`config.mk`:
```
export PLATFORM = sky130hd
export DESIGN_NAME = data_mem_arbiter_flat
export DESIGN_NICKNAME = d
export VERILOG_FILES = /design/src/rtl/data_mem_arb_pkg.sv /design/src/rtl/data_mem_arbiter_if.sv /design/src/rtl/data_mem_arb_pick.sv /design/src/rtl/data_mem_arbiter.sv /design/src/flat_wrapper.sv
export SDC_FILE = /design/constraint.sdc
export NUM_CORES = 1
export LEC_CHECK = 0
export ABC_AREA = 1
export BUFFER_PORTS_ARGS = -buffer_cell sky130_fd_sc_hd__buf_4
export CORE_MARGIN = 2
export CORE_UTILIZATION = 37
export DETAILED_ROUTE_END_ITERATION = 10
export HOLD_SLACK_MARGIN = 0.06
export PLACE_DENSITY = 0.81
export SLEW_MARGIN = 5
export SYNTH_ARGS = -nofsm -noshare
export SYNTH_HDL_FRONTEND = slang
export SYNTH_SLANG_ARGS = --single-unit
```
`constraint.sdc`:
```
create_clock -name clk -period 1.51 [get_ports clk]
set_clock_uncertainty 0.05 [all_clocks]
set_input_delay 0.151 -clock clk [delete_from_list [all_inputs] [get_ports clk]]
set_output_delay 0.151 -clock clk [all_outputs]
set_load 0.02 [all_outputs]
```
`src/rtl/data_mem_arb_pkg.sv`:
```
// Shared types and defaults for the two-port data-memory arbiter.
package data_mem_arb_pkg;

    localparam int ADDR_W_DEF    = 14;
    localparam int DATA_W_DEF    = 16;
    localparam int MAX_BURST_DEF = 4;

    typedef enum logic [1:0] {
        OWN_NONE = 2'd0,
        OWN_A    = 2'd1,
        OWN_B    = 2'd2
    } owner_t;

    // State literals carry an ST_ prefix so they do not collide with owner_t in this scope.
    typedef enum logic [1:0] {
        ST_IDLE  = 2'd0,
        ST_OWN_A = 2'd1,
        ST_OWN_B = 2'd2
    } state_t;

    function automatic int cnt_width(input int max_burst);
        return $clog2(max_burst + 1);
    endfunction

endpackage

```
`src/rtl/data_mem_arbiter_if.sv`:
```
// Requester A/B and RAM16K signal bundle; slave = arbiter side, master = requesters plus RAM.
interface data_mem_arbiter_if #(
    parameter int ADDR_W = data_mem_arb_pkg::ADDR_W_DEF,
    parameter int DATA_W = data_mem_arb_pkg::DATA_W_DEF
);
    logic              a_req;
    logic              a_we;
    logic [ADDR_W-1:0] a_addr;
    logic [DATA_W-1:0] a_wdata;
    logic              a_gnt;
    logic              a_rvalid;
    logic [DATA_W-1:0] a_rdata;

    logic              b_req;
    logic              b_we;
    logic [ADDR_W-1:0] b_addr;
    logic [DATA_W-1:0] b_wdata;
    logic              b_gnt;
    logic              b_rvalid;
    logic [DATA_W-1:0] b_rdata;

    logic [ADDR_W-1:0] ram_address;
    logic [DATA_W-1:0] ram_in;
    logic              ram_load;
    logic [DATA_W-1:0] ram_out;
    logic              busy;

    modport slave (
        input  a_req, a_we, a_addr, a_wdata,
        input  b_req, b_we, b_addr, b_wdata,
        input  ram_out,
        output a_gnt, a_rvalid, a_rdata,
        output b_gnt, b_rvalid, b_rdata,
        output ram_address, ram_in, ram_load, busy
    );

    modport master (
        output a_req, a_we, a_addr, a_wdata,
        output b_req, b_we, b_addr, b_wdata,
        output ram_out,
        input  a_gnt, a_rvalid, a_rdata,
        input  b_gnt, b_rvalid, b_rdata,
        input  ram_address, ram_in, ram_load, busy
    );

endinterface

```
`src/rtl/data_mem_arb_pick.sv`:
```
// Combinational winner select. DMEM_ARB_ROUND_ROBIN_EN makes the IDLE tie-break alternate
// against last_owner; otherwise port A always wins an IDLE tie.
module data_mem_arb_pick
    import data_mem_arb_pkg::*;
#(
    parameter int MAX_BURST = MAX_BURST_DEF,
    parameter int CNT_W     = cnt_width(MAX_BURST_DEF)
) (
    input  state_t           state,
    input  logic [CNT_W-1:0] cnt,
    input  logic             a_req,
    input  logic             b_req,
    input  owner_t           last_owner,
    output owner_t           winner
);

    owner_t tie_winner;
    logic   burst_open;

`ifdef DMEM_ARB_ROUND_ROBIN_EN
    assign tie_winner = (last_owner == OWN_A) ? OWN_B : OWN_A;
`else
    logic unused_last_owner;
    assign unused_last_owner = ^last_owner;
    assign tie_winner        = OWN_A;
`endif

    // The current owner may keep going past MAX_BURST only while the other port is silent.
    assign burst_open = (cnt < CNT_W'(MAX_BURST));

    always_comb begin
        winner = OWN_NONE;
        case (state)
            ST_IDLE: begin
                if (a_req && b_req)  winner = tie_winner;
                else if (a_req)      winner = OWN_A;
                else if (b_req)      winner = OWN_B;
            end
            ST_OWN_A: begin
                if (a_req && (burst_open || !b_req)) winner = OWN_A;
                else if (b_req)                      winner = OWN_B;
            end
            ST_OWN_B: begin
                if (b_req && (burst_open || !a_req)) winner = OWN_B;
                else if (a_req)                      winner = OWN_A;
            end
            default: winner = OWN_NONE;
        endcase
    end

endmodule

```
`src/rtl/data_mem_arbiter.sv`:
```
// Shares single-port RAM16K between port A (CPU data) and port B (loader/DMA), one access per clock,
// 1-cycle read latency. Build with DMEM_ARB_ROUND_ROBIN_EN for alternating IDLE tie-break.
module data_mem_arbiter
    import data_mem_arb_pkg::*;
#(
    parameter int ADDR_W    = ADDR_W_DEF,
    parameter int DATA_W    = DATA_W_DEF,
    parameter int MAX_BURST = MAX_BURST_DEF
) (
    input  logic               clk,
    input  logic               reset_n,
    data_mem_arbiter_if.slave  bus
);

    localparam int CNT_W = cnt_width(MAX_BURST);

    state_t            state_reg, state_next;
    logic [CNT_W-1:0]  cnt_reg, cnt_next, cnt_inc;
    owner_t            last_owner_reg;
    owner_t            winner;
    logic              a_rvalid_reg, b_rvalid_reg, busy_reg;
    logic [DATA_W-1:0] rdata_reg;
    logic              grant_a, grant_b, grant_any;
    logic              read_a, read_b;
    logic [ADDR_W-1:0] addr_mux;
    logic [DATA_W-1:0] wdata_mux;
    logic              load_mux;

    data_mem_arb_pick #(
        .MAX_BURST (MAX_BURST),
        .CNT_W     (CNT_W)
    ) u_pick (
        .state      (state_reg),
        .cnt        (cnt_reg),
        .a_req      (bus.a_req),
        .b_req      (bus.b_req),
        .last_owner (last_owner_reg),
        .winner     (winner)
    );

    // Grants are combinational, so they must be masked while reset is held.
    assign grant_a   = reset_n && (winner == OWN_A);
    assign grant_b   = reset_n && (winner == OWN_B);
    assign grant_any = grant_a || grant_b;
    assign read_a    = grant_a && !bus.a_we;
    assign read_b    = grant_b && !bus.b_we;
    assign cnt_inc   = (cnt_reg == CNT_W'(MAX_BURST)) ? cnt_reg : cnt_reg + 1'b1;

    always_comb begin
        state_next = state_reg;
        cnt_next   = cnt_reg;
        if (grant_a) begin
            state_next = ST_OWN_A;
            cnt_next   = (state_reg == ST_OWN_A) ? cnt_inc : CNT_W'(1);
        end else if (grant_b) begin
            state_next = ST_OWN_B;
            cnt_next   = (state_reg == ST_OWN_B) ? cnt_inc : CNT_W'(1);
        end else begin
            state_next = ST_IDLE;
            cnt_next   = '0;
        end
    end

    always_comb begin
        addr_mux  = '0;
        wdata_mux = '0;
        load_mux  = 1'b0;
        if (grant_a) begin
            addr_mux  = bus.a_addr;
            wdata_mux = bus.a_wdata;
            load_mux  = bus.a_we;
        end else if (grant_b) begin
            addr_mux  = bus.b_addr;
            wdata_mux = bus.b_wdata;
            load_mux  = bus.b_we;
        end
    end

    always_ff @(posedge clk or negedge reset_n) begin
        if (!reset_n) begin
            state_reg      <= ST_IDLE;
            cnt_reg        <= '0;
            last_owner_reg <= OWN_B;
            a_rvalid_reg   <= 1'b0;
            b_rvalid_reg   <= 1'b0;
            rdata_reg      <= '0;
            busy_reg       <= 1'b0;
        end else begin
            state_reg    <= state_next;
            cnt_reg      <= cnt_next;
            a_rvalid_reg <= read_a;
            b_rvalid_reg <= read_b;
            busy_reg     <= (state_next != ST_IDLE);
            if (grant_any) begin
                last_owner_reg <= winner;
            end
            // Shared capture register: holds the last read until another read is granted.
            if (read_a || read_b) begin
                rdata_reg <= bus.ram_out;
            end
        end
    end

    assign bus.a_gnt       = grant_a;
    assign bus.b_gnt       = grant_b;
    assign bus.a_rvalid    = a_rvalid_reg;
    assign bus.b_rvalid    = b_rvalid_reg;
    assign bus.a_rdata     = rdata_reg;
    assign bus.b_rdata     = rdata_reg;
    assign bus.ram_address = addr_mux;
    assign bus.ram_in      = wdata_mux;
    assign bus.ram_load    = load_mux;
    assign bus.busy        = busy_reg;

endmodule

```
`src/flat_wrapper.sv`:
```
// flat-port wrapper written by rule: the top's interface ports become plain ports
module data_mem_arbiter_flat import data_mem_arb_pkg::*;
#(
    parameter int ADDR_W    = ADDR_W_DEF,
    parameter int DATA_W    = DATA_W_DEF,
    parameter int MAX_BURST = MAX_BURST_DEF
)
  (clk, reset_n, bus_a_req, bus_a_we, bus_a_addr, bus_a_wdata, bus_b_req, bus_b_we, bus_b_addr, bus_b_wdata, bus_ram_out, bus_a_gnt, bus_a_rvalid, bus_a_rdata, bus_b_gnt, bus_b_rvalid, bus_b_rdata, bus_ram_address, bus_ram_in, bus_ram_load, bus_busy);
  data_mem_arbiter_if #(.ADDR_W(ADDR_W), .DATA_W(DATA_W)) bus_i ();
  input  logic clk;
  input  logic reset_n;
  input wire logic [$bits(bus_i.a_req)-1:0] bus_a_req;
  input wire logic [$bits(bus_i.a_we)-1:0] bus_a_we;
  input wire logic [$bits(bus_i.a_addr)-1:0] bus_a_addr;
  input wire logic [$bits(bus_i.a_wdata)-1:0] bus_a_wdata;
  input wire logic [$bits(bus_i.b_req)-1:0] bus_b_req;
  input wire logic [$bits(bus_i.b_we)-1:0] bus_b_we;
  input wire logic [$bits(bus_i.b_addr)-1:0] bus_b_addr;
  input wire logic [$bits(bus_i.b_wdata)-1:0] bus_b_wdata;
  input wire logic [$bits(bus_i.ram_out)-1:0] bus_ram_out;
  output wire logic [$bits(bus_i.a_gnt)-1:0] bus_a_gnt;
  output wire logic [$bits(bus_i.a_rvalid)-1:0] bus_a_rvalid;
  output wire logic [$bits(bus_i.a_rdata)-1:0] bus_a_rdata;
  output wire logic [$bits(bus_i.b_gnt)-1:0] bus_b_gnt;
  output wire logic [$bits(bus_i.b_rvalid)-1:0] bus_b_rvalid;
  output wire logic [$bits(bus_i.b_rdata)-1:0] bus_b_rdata;
  output wire logic [$bits(bus_i.ram_address)-1:0] bus_ram_address;
  output wire logic [$bits(bus_i.ram_in)-1:0] bus_ram_in;
  output wire logic [$bits(bus_i.ram_load)-1:0] bus_ram_load;
  output wire logic [$bits(bus_i.busy)-1:0] bus_busy;
  assign bus_i.a_req = bus_a_req;
  assign bus_i.a_we = bus_a_we;
  assign bus_i.a_addr = bus_a_addr;
  assign bus_i.a_wdata = bus_a_wdata;
  assign bus_i.b_req = bus_b_req;
  assign bus_i.b_we = bus_b_we;
  assign bus_i.b_addr = bus_b_addr;
  assign bus_i.b_wdata = bus_b_wdata;
  assign bus_i.ram_out = bus_ram_out;
  assign bus_a_gnt = bus_i.a_gnt;
  assign bus_a_rvalid = bus_i.a_rvalid;
  assign bus_a_rdata = bus_i.a_rdata;
  assign bus_b_gnt = bus_i.b_gnt;
  assign bus_b_rvalid = bus_i.b_rvalid;
  assign bus_b_rdata = bus_i.b_rdata;
  assign bus_ram_address = bus_i.ram_address;
  assign bus_ram_in = bus_i.ram_in;
  assign bus_ram_load = bus_i.ram_load;
  assign bus_busy = bus_i.busy;
  data_mem_arbiter #(.ADDR_W(ADDR_W), .DATA_W(DATA_W), .MAX_BURST(MAX_BURST)) u_core (.clk(clk), .reset_n(reset_n), .bus(bus_i));
endmodule
```
# After elaboration in Yosys (flattened, before gate mapping)
# Cells that the tools add are included.
[word_totals] register_bits=24 inputBits=82 out_inout_bits=68
[classes] n_addsub=1 order_cmp=1 n_eq_ne=5 muxes=20 reduce_logical=16
[op_table] operator="2-to-1 mux 16 bit" count=2
[op_table] operator="2-to-1 mux 14 bit" count=2
[op_table] operator="2-to-1 mux 3 bit" count=5
[op_table] operator="2-to-1 mux 2 bit" count=7
[op_table] operator="logical AND 1 bit" count=7
[op_table] operator="one-hot mux 2 bit (3 select lines)" count=1
[op_table] operator="equality test 2 x 1 -> 1 bit (second input constant)" count=2
[op_table] operator="equality test 2 bit (second input constant)" count=2
[op_table] operator="zero test 1 bit" count=4
[op_table] operator="adder 3 x 1 -> 3 bit (second input constant)" count=1
[op_table] operator="equality test 3 bit (second input constant)" count=1
[op_table] operator="logical OR 1 bit" count=3
[op_table] operator="less-than comparator 3 bit (second input constant)" count=1
[op_table] operator="2-to-1 mux 1 bit" count=3
[op_table] operator="zero test 2 bit" count=1
[op_table] operator="nonzero test 2 bit" count=1

# Longest topological paths before layout
[depth] word_depth=10 ltp_mapped=9 depth_no_buf=8

# Hierarchy
# From an unflattened synthesis, not the netlist that was laid out.
[hier_totals] hier_cells=248 hier_area_um2=1665.3
[by_module_without_submodules] mod="data_mem_arbiter" n_inst=1 cells_each=234 area_each_um2=1600.3
[by_module_without_submodules] mod="data_mem_arb_pick" n_inst=1 cells_each=14 area_each_um2=65.1

# Worst setup path before layout
# No wires, ideal clock.
[synth_timing] kind="reg2out" startpoint="register u_core.state_reg[1]" endpoint="output bus_ram_in[10]" arrival_ns=1.300 required_ns=1.309 slack_ns=0.009 path_stages_with_launch=9 cell_sequence="dfrtp_1 -> nor2_4 -> nand3_1 -> nand2_2 -> nand2_2 -> inv_2 -> buf_4 -> nand2_1 -> nand2_1"
[synth_via] elab_cells_between_ends=10
[synth_lines] item="start, declared" line_no="data_mem_arbiter.sv:17" text="state_t state_reg, state_next;"
[synth_lines] item="start signal, assigned" line_no="data_mem_arbiter.sv:89" text="state_reg <= state_next;"
[synth_lines] item="equality test 2 bit, or another cell as far along" line_no="data_mem_arb_pick.sv:33" text="case (state)"
[synth_lines] item="one-hot mux 2 bit (3 select lines) (*)" line_no="data_mem_arb_pick.sv:33"
[synth_lines] item="equality test 2 x 1 -> 1 bit (*)" line_no="data_mem_arbiter.sv:42" text="assign grant_a = reset_n && (winner == OWN_A);"
[synth_lines] item="logical AND 1 bit (*)" line_no="data_mem_arbiter.sv:42"
[synth_lines] item="via bus_a_gnt" line_no="flat_wrapper.sv:21" text="output wire logic [$bits(bus_i.a_gnt)-1:0] bus_a_gnt;"
[synth_lines] item="2-to-1 mux 16 bit (*)" line_no="data_mem_arbiter.sv:68" text="if (grant_a) begin"
[synth_lines] item="end, declared" line_no="flat_wrapper.sv:28" text="output wire logic [$bits(bus_i.ram_in)-1:0] bus_ram_in;"
# Mark *: on every way through the listed nets, which the timed path passes. The rest lies on a longest branch.

# Worst setup path after layout
[layout_timing] startpoint="register u_core.state_reg[0]" endpoint="output bus_ram_in[1]"
[layout_via] elab_chain_cells=6 elab_cells_between_ends=10
[layout_rtl] item="equality test 2 bit, or another cell as far along" line_no="data_mem_arb_pick.sv:33"
[layout_rtl] item="one-hot mux 2 bit (3 select lines) (*)" line_no="data_mem_arb_pick.sv:33"
[layout_rtl] item="equality test 2 bit" line_no="data_mem_arbiter.sv:43" text="assign grant_b = reset_n && (winner == OWN_B);"
[layout_rtl] item="logical AND 1 bit" line_no="data_mem_arbiter.sv:43"
[layout_rtl] item="2-to-1 mux 16 bit" line_no="data_mem_arbiter.sv:72" text="end else if (grant_b) begin"
[layout_rtl] item="2-to-1 mux 16 bit (*)" line_no="data_mem_arbiter.sv:68"
# Mark *: on every way between the ends. The rest lies on a longest branch, timed or not.

==> impl_metrics.py <==
metrics = {
    "sta": {
        "setup_slack_ns": -0.396,
        "tightest_slew_ns": 0.287,
        "drv_slew": 0,
        "relSlewSlack_pct": 80.9,
        "setup_viol": 52,
        "finalHoldViolations": 0,
        "post-route-period-util_pct": 126,
        "holdWs_ns": 0.286,
        "period_minus_slack_ns": 1.91,
        "rsz0062_at_grt": "yes",
        "fmax_mhz": 525,
    },
    "die": {
        "num_rows": 23,
        "initial_core_util_pct": 39.4,
        "die_area_mm2": 0.00489,
        "die_y_um": 69.9,
        "ios": 150,
        "fp.dieW_um": 69.9,
        "coreArea_mm2": 0.00409,
    },
    "yosys": {
        "syn-num-nets": 319,
        "syn_inst": 235,
        "ys_ff_latch": 24,
        "yosysWarnings": 0,
        "syn_area_mm2": 0.00161,
        "synth.avg_cell_area_um2": 6.85,
        "ys_types": 20,
        "ys_seq_area_share_pct": 37.3,
    },
    "place": {
        "dp_hpwl_mm": 4.35,
        "place_ws_ns": -0.0276,
        "placed_area_mm2": 0.00277,
        "port_buffers": 149,
        "place_inst": 421,
        "place_congestion": 0.855,
    },
    "run_status": {
        "violations": "negative setup slack",
        "status": "finished with violations",
    },
    "cts": {
        "clk_latency_ns": 0.27,
        "h-tree-depth": 1,
        "clk_pin_slew_ns": 0.09,
        "cts_buffers": 3,
        "cts_root_buf": "clkbuf_8",
        "cts_buffer_depth": 2,
        "cts_sinks": 24,
        "cts_tree": "yes",
    },
    "grt": {
        "grt_pass1_vias": 2076,
        "antenna_found_initial": 0,
        "grt_max_degree": 34,
        "grt_pass1_wl_mm": 9.83,
        "grt.overflow.total": 0,
        "grt.total_usage_pct": 24.4,
    },
    "layout": {
        "drive_gt1_share_pct": 59.5,
        "final_cells": 460,
        "layout.nets": 495,
        "diodes": 0,
        "seq_area_um2": 602,
        "largest_reg_flops": 16,
        "multi_input_area_um2": 975,
        "fin_area_mm2": 0.00359,
        "nFillCells": 172,
        "synthToLayoutAreaGrowth_pct": 123,
    },
    "setup_path": {
        "required_ns": 1.31,
        "cp-end-kind": "output pin",
        "reg2reg_slack_ns": -0.19,
        "path_class": "flop to output pin",
        "startpoint_type": "flop",
        "worstPathMaxFanout": 8,
        "arrival_ns": 1.71,
    },
    "hold_path": {
        "min_path_type": "input pin to async pin",
    },
    "pwr": {
        "internal-power_mw": 1.87,
        "vdd_drop_max_mv": 0.947,
        "p_comb_share_pct": 52.6,
        "swShare_pct": 38.6,
        "power.density_mw_per_mm2": 850,
        "p_leak_nw": 2.01,
        "clkPwrFrac_pct": 18.9,
        "power_frac_seq_pct": 28.5,
        "p_switching_mw": 1.18,
    },
    "routing": {
        "drt.antenna.violating_nets": 0,
        "vias_per_cell": 5.18,
        "wl_per_cell_um": 19.0,
        "via_count": 2382,
        "drt_first_iter_violations": 158,
        "routed_wl_mm": 8.74,
        "route.detailed.drc": 0,
        "first_pass_iters": 4,
    },
    "run": {
        "maxCapViolCount": 0,
    },
}
## synth_stat cells
library cell / instances / area share [%]
buf_2: 2 / 0.62
buf_4: 22 / 10
buf_6: 1 / 0.70
dfrtp_1: 24 / 37
ha_1: 2 / 1.6
inv_1: 9 / 2.1
inv_2: 4 / 0.93
nand2_1: 130 / 30
nand2_2: 3 / 1.2
nand2_4: 1 / 0.70
nand3_1: 23 / 7.2
nand3_2: 1 / 0.62
nand3_4: 2 / 2.2
nand4_1: 2 / 0.78
nor2_1: 3 / 0.70
nor2_4: 1 / 0.70
nor3_1: 1 / 0.31
o22ai_1: 2 / 0.78
xnor2_1: 1 / 0.54
xor2_1: 1 / 0.54
## area by class of cell
class | count | area share (%)
Sequential cell | 24 | 16.8
Timing Repair Buffer | 195 | 50.6
Clock inverter | 1 | 0.836
Tap cell | 50 | 1.74
Inverter | 13 | 1.78
Clock buffer | 3 | 1.15
Multi-Input combinational cell | 174 | 27.1
## worst paths after layout
check / startpoint / depth (start not counted) / endpoint
worst min-delay path: reset_n / 2 / u_core.state_reg[0]
worst min register to register: u_core.bus.a_rdata[4] / 2 / u_core.bus.a_rdata[4]
worst max register to register: u_core.cnt_reg[2] / 8 / u_core.bus.a_rdata[2]
min in group clk: reset_n / 4 / u_core.state_reg[1]
worst max-delay path: u_core.state_reg[0] / 10 / bus_ram_in[1]
max in group asynchronous: reset_n / 3 / u_core.bus.a_rdata[5]
## worst max-delay path, cell delays in order, from the launching register on
cell and delay (ns):
dfrtp_1 0.42, inv_2 0.09, nor2_4 0.11, nand3_2 0.09, nand2_4 0.09, nand2_4 0.07, inv_8 0.10, clkbuf_16 0.16
nand2_1 0.06, nand2_1 0.10, buf_6 0.12
## cell families (layout without fill, tap and decap cells)
group,after synthesis,count (layout),synth area share [%]
adder cells (fa/ha/maj),2,2,1.55
XOR/XNOR,2,2,1.09
buffers and inverters,38,212,14.6
flip-flops,24,24,37.3
AND/OR/NAND/NOR,167,168,44.6
AO/OA/AOI/OAI,2,2,0.777
## placed cells by master, fill, tap and decap left out
cell type,n
nand4_1,2
xor2_1,1
nand2_2,39
nand2_1,89
o22ai_4,1
clkbuf_8,3
nand3_1,18
xnor2_1,1
buf_8,1
clkbuf_16,5
bufinv_16,1
o22ai_2,1
dlygate4sd3_1,17
nand3_4,2
nand3_2,6
buf_6,34
nor3_1,1
inv_8,2
inv_1,9
inv_2,2
dfrtp_1,23
nor2_4,1
ha_1,2
buf_4,131
dfrtp_2,1
nor2_1,3
buf_12,7
nand2_4,5
nand2_8,2
## repair_timing
item                                   CTS  global route
pin swaps                                1            18
resized for setup                       39            60
hold buffers                            17             0
buffers inserted                         2            10
gates cloned                             0             7
endpoints found under the hold margin   40             0
setup endpoints to repair               33            49
## per-stage QoR
stage	setup TNS (ns)	power (mW)	util (%)
2_1_floorplan	0	1.58	-
3_3_place_gp	0	2.12	67.8
3_5_place_dp	-0.0896	2.15	67.8
4_1_cts	-9.22	2.82	77.6
5_1_grt	-18.12	3.15	87.9
6_report	-14.00	3.05	87.9
## metal layers
| layer | global-route usage, % | vias up | routed length, um |
|---|---|---|---|
| met5 | 0 | - | 0 |
| met3 | 3.32 | 25 | 633 |
| li1 | - | 1065 | - |
| met4 | 8.33 | 0 | 229 |
| met2 | 47.8 | 148 | 4860 |
| met1 | 26.5 | 1144 | 3020 |
## power groups by stage
| stage | clock [mW] | sequential, mW | combinational (mW) |
|---|---|---|---|
| 6_report | 0.577 | 0.869 | 1.61 |
| 5_1_grt | 0.601 | 0.879 | 1.67 |
| 4_1_cts | 0.572 | 0.853 | 1.40 |
| 3_5_place_dp | 0 | 0.862 | 1.29 |
| 3_3_place_gp | 0 | 0.858 | 1.27 |
| 2_1_floorplan | 0 | 0.977 | 0.607 |
Note: power is estimated with default switching activity, not from simulation.
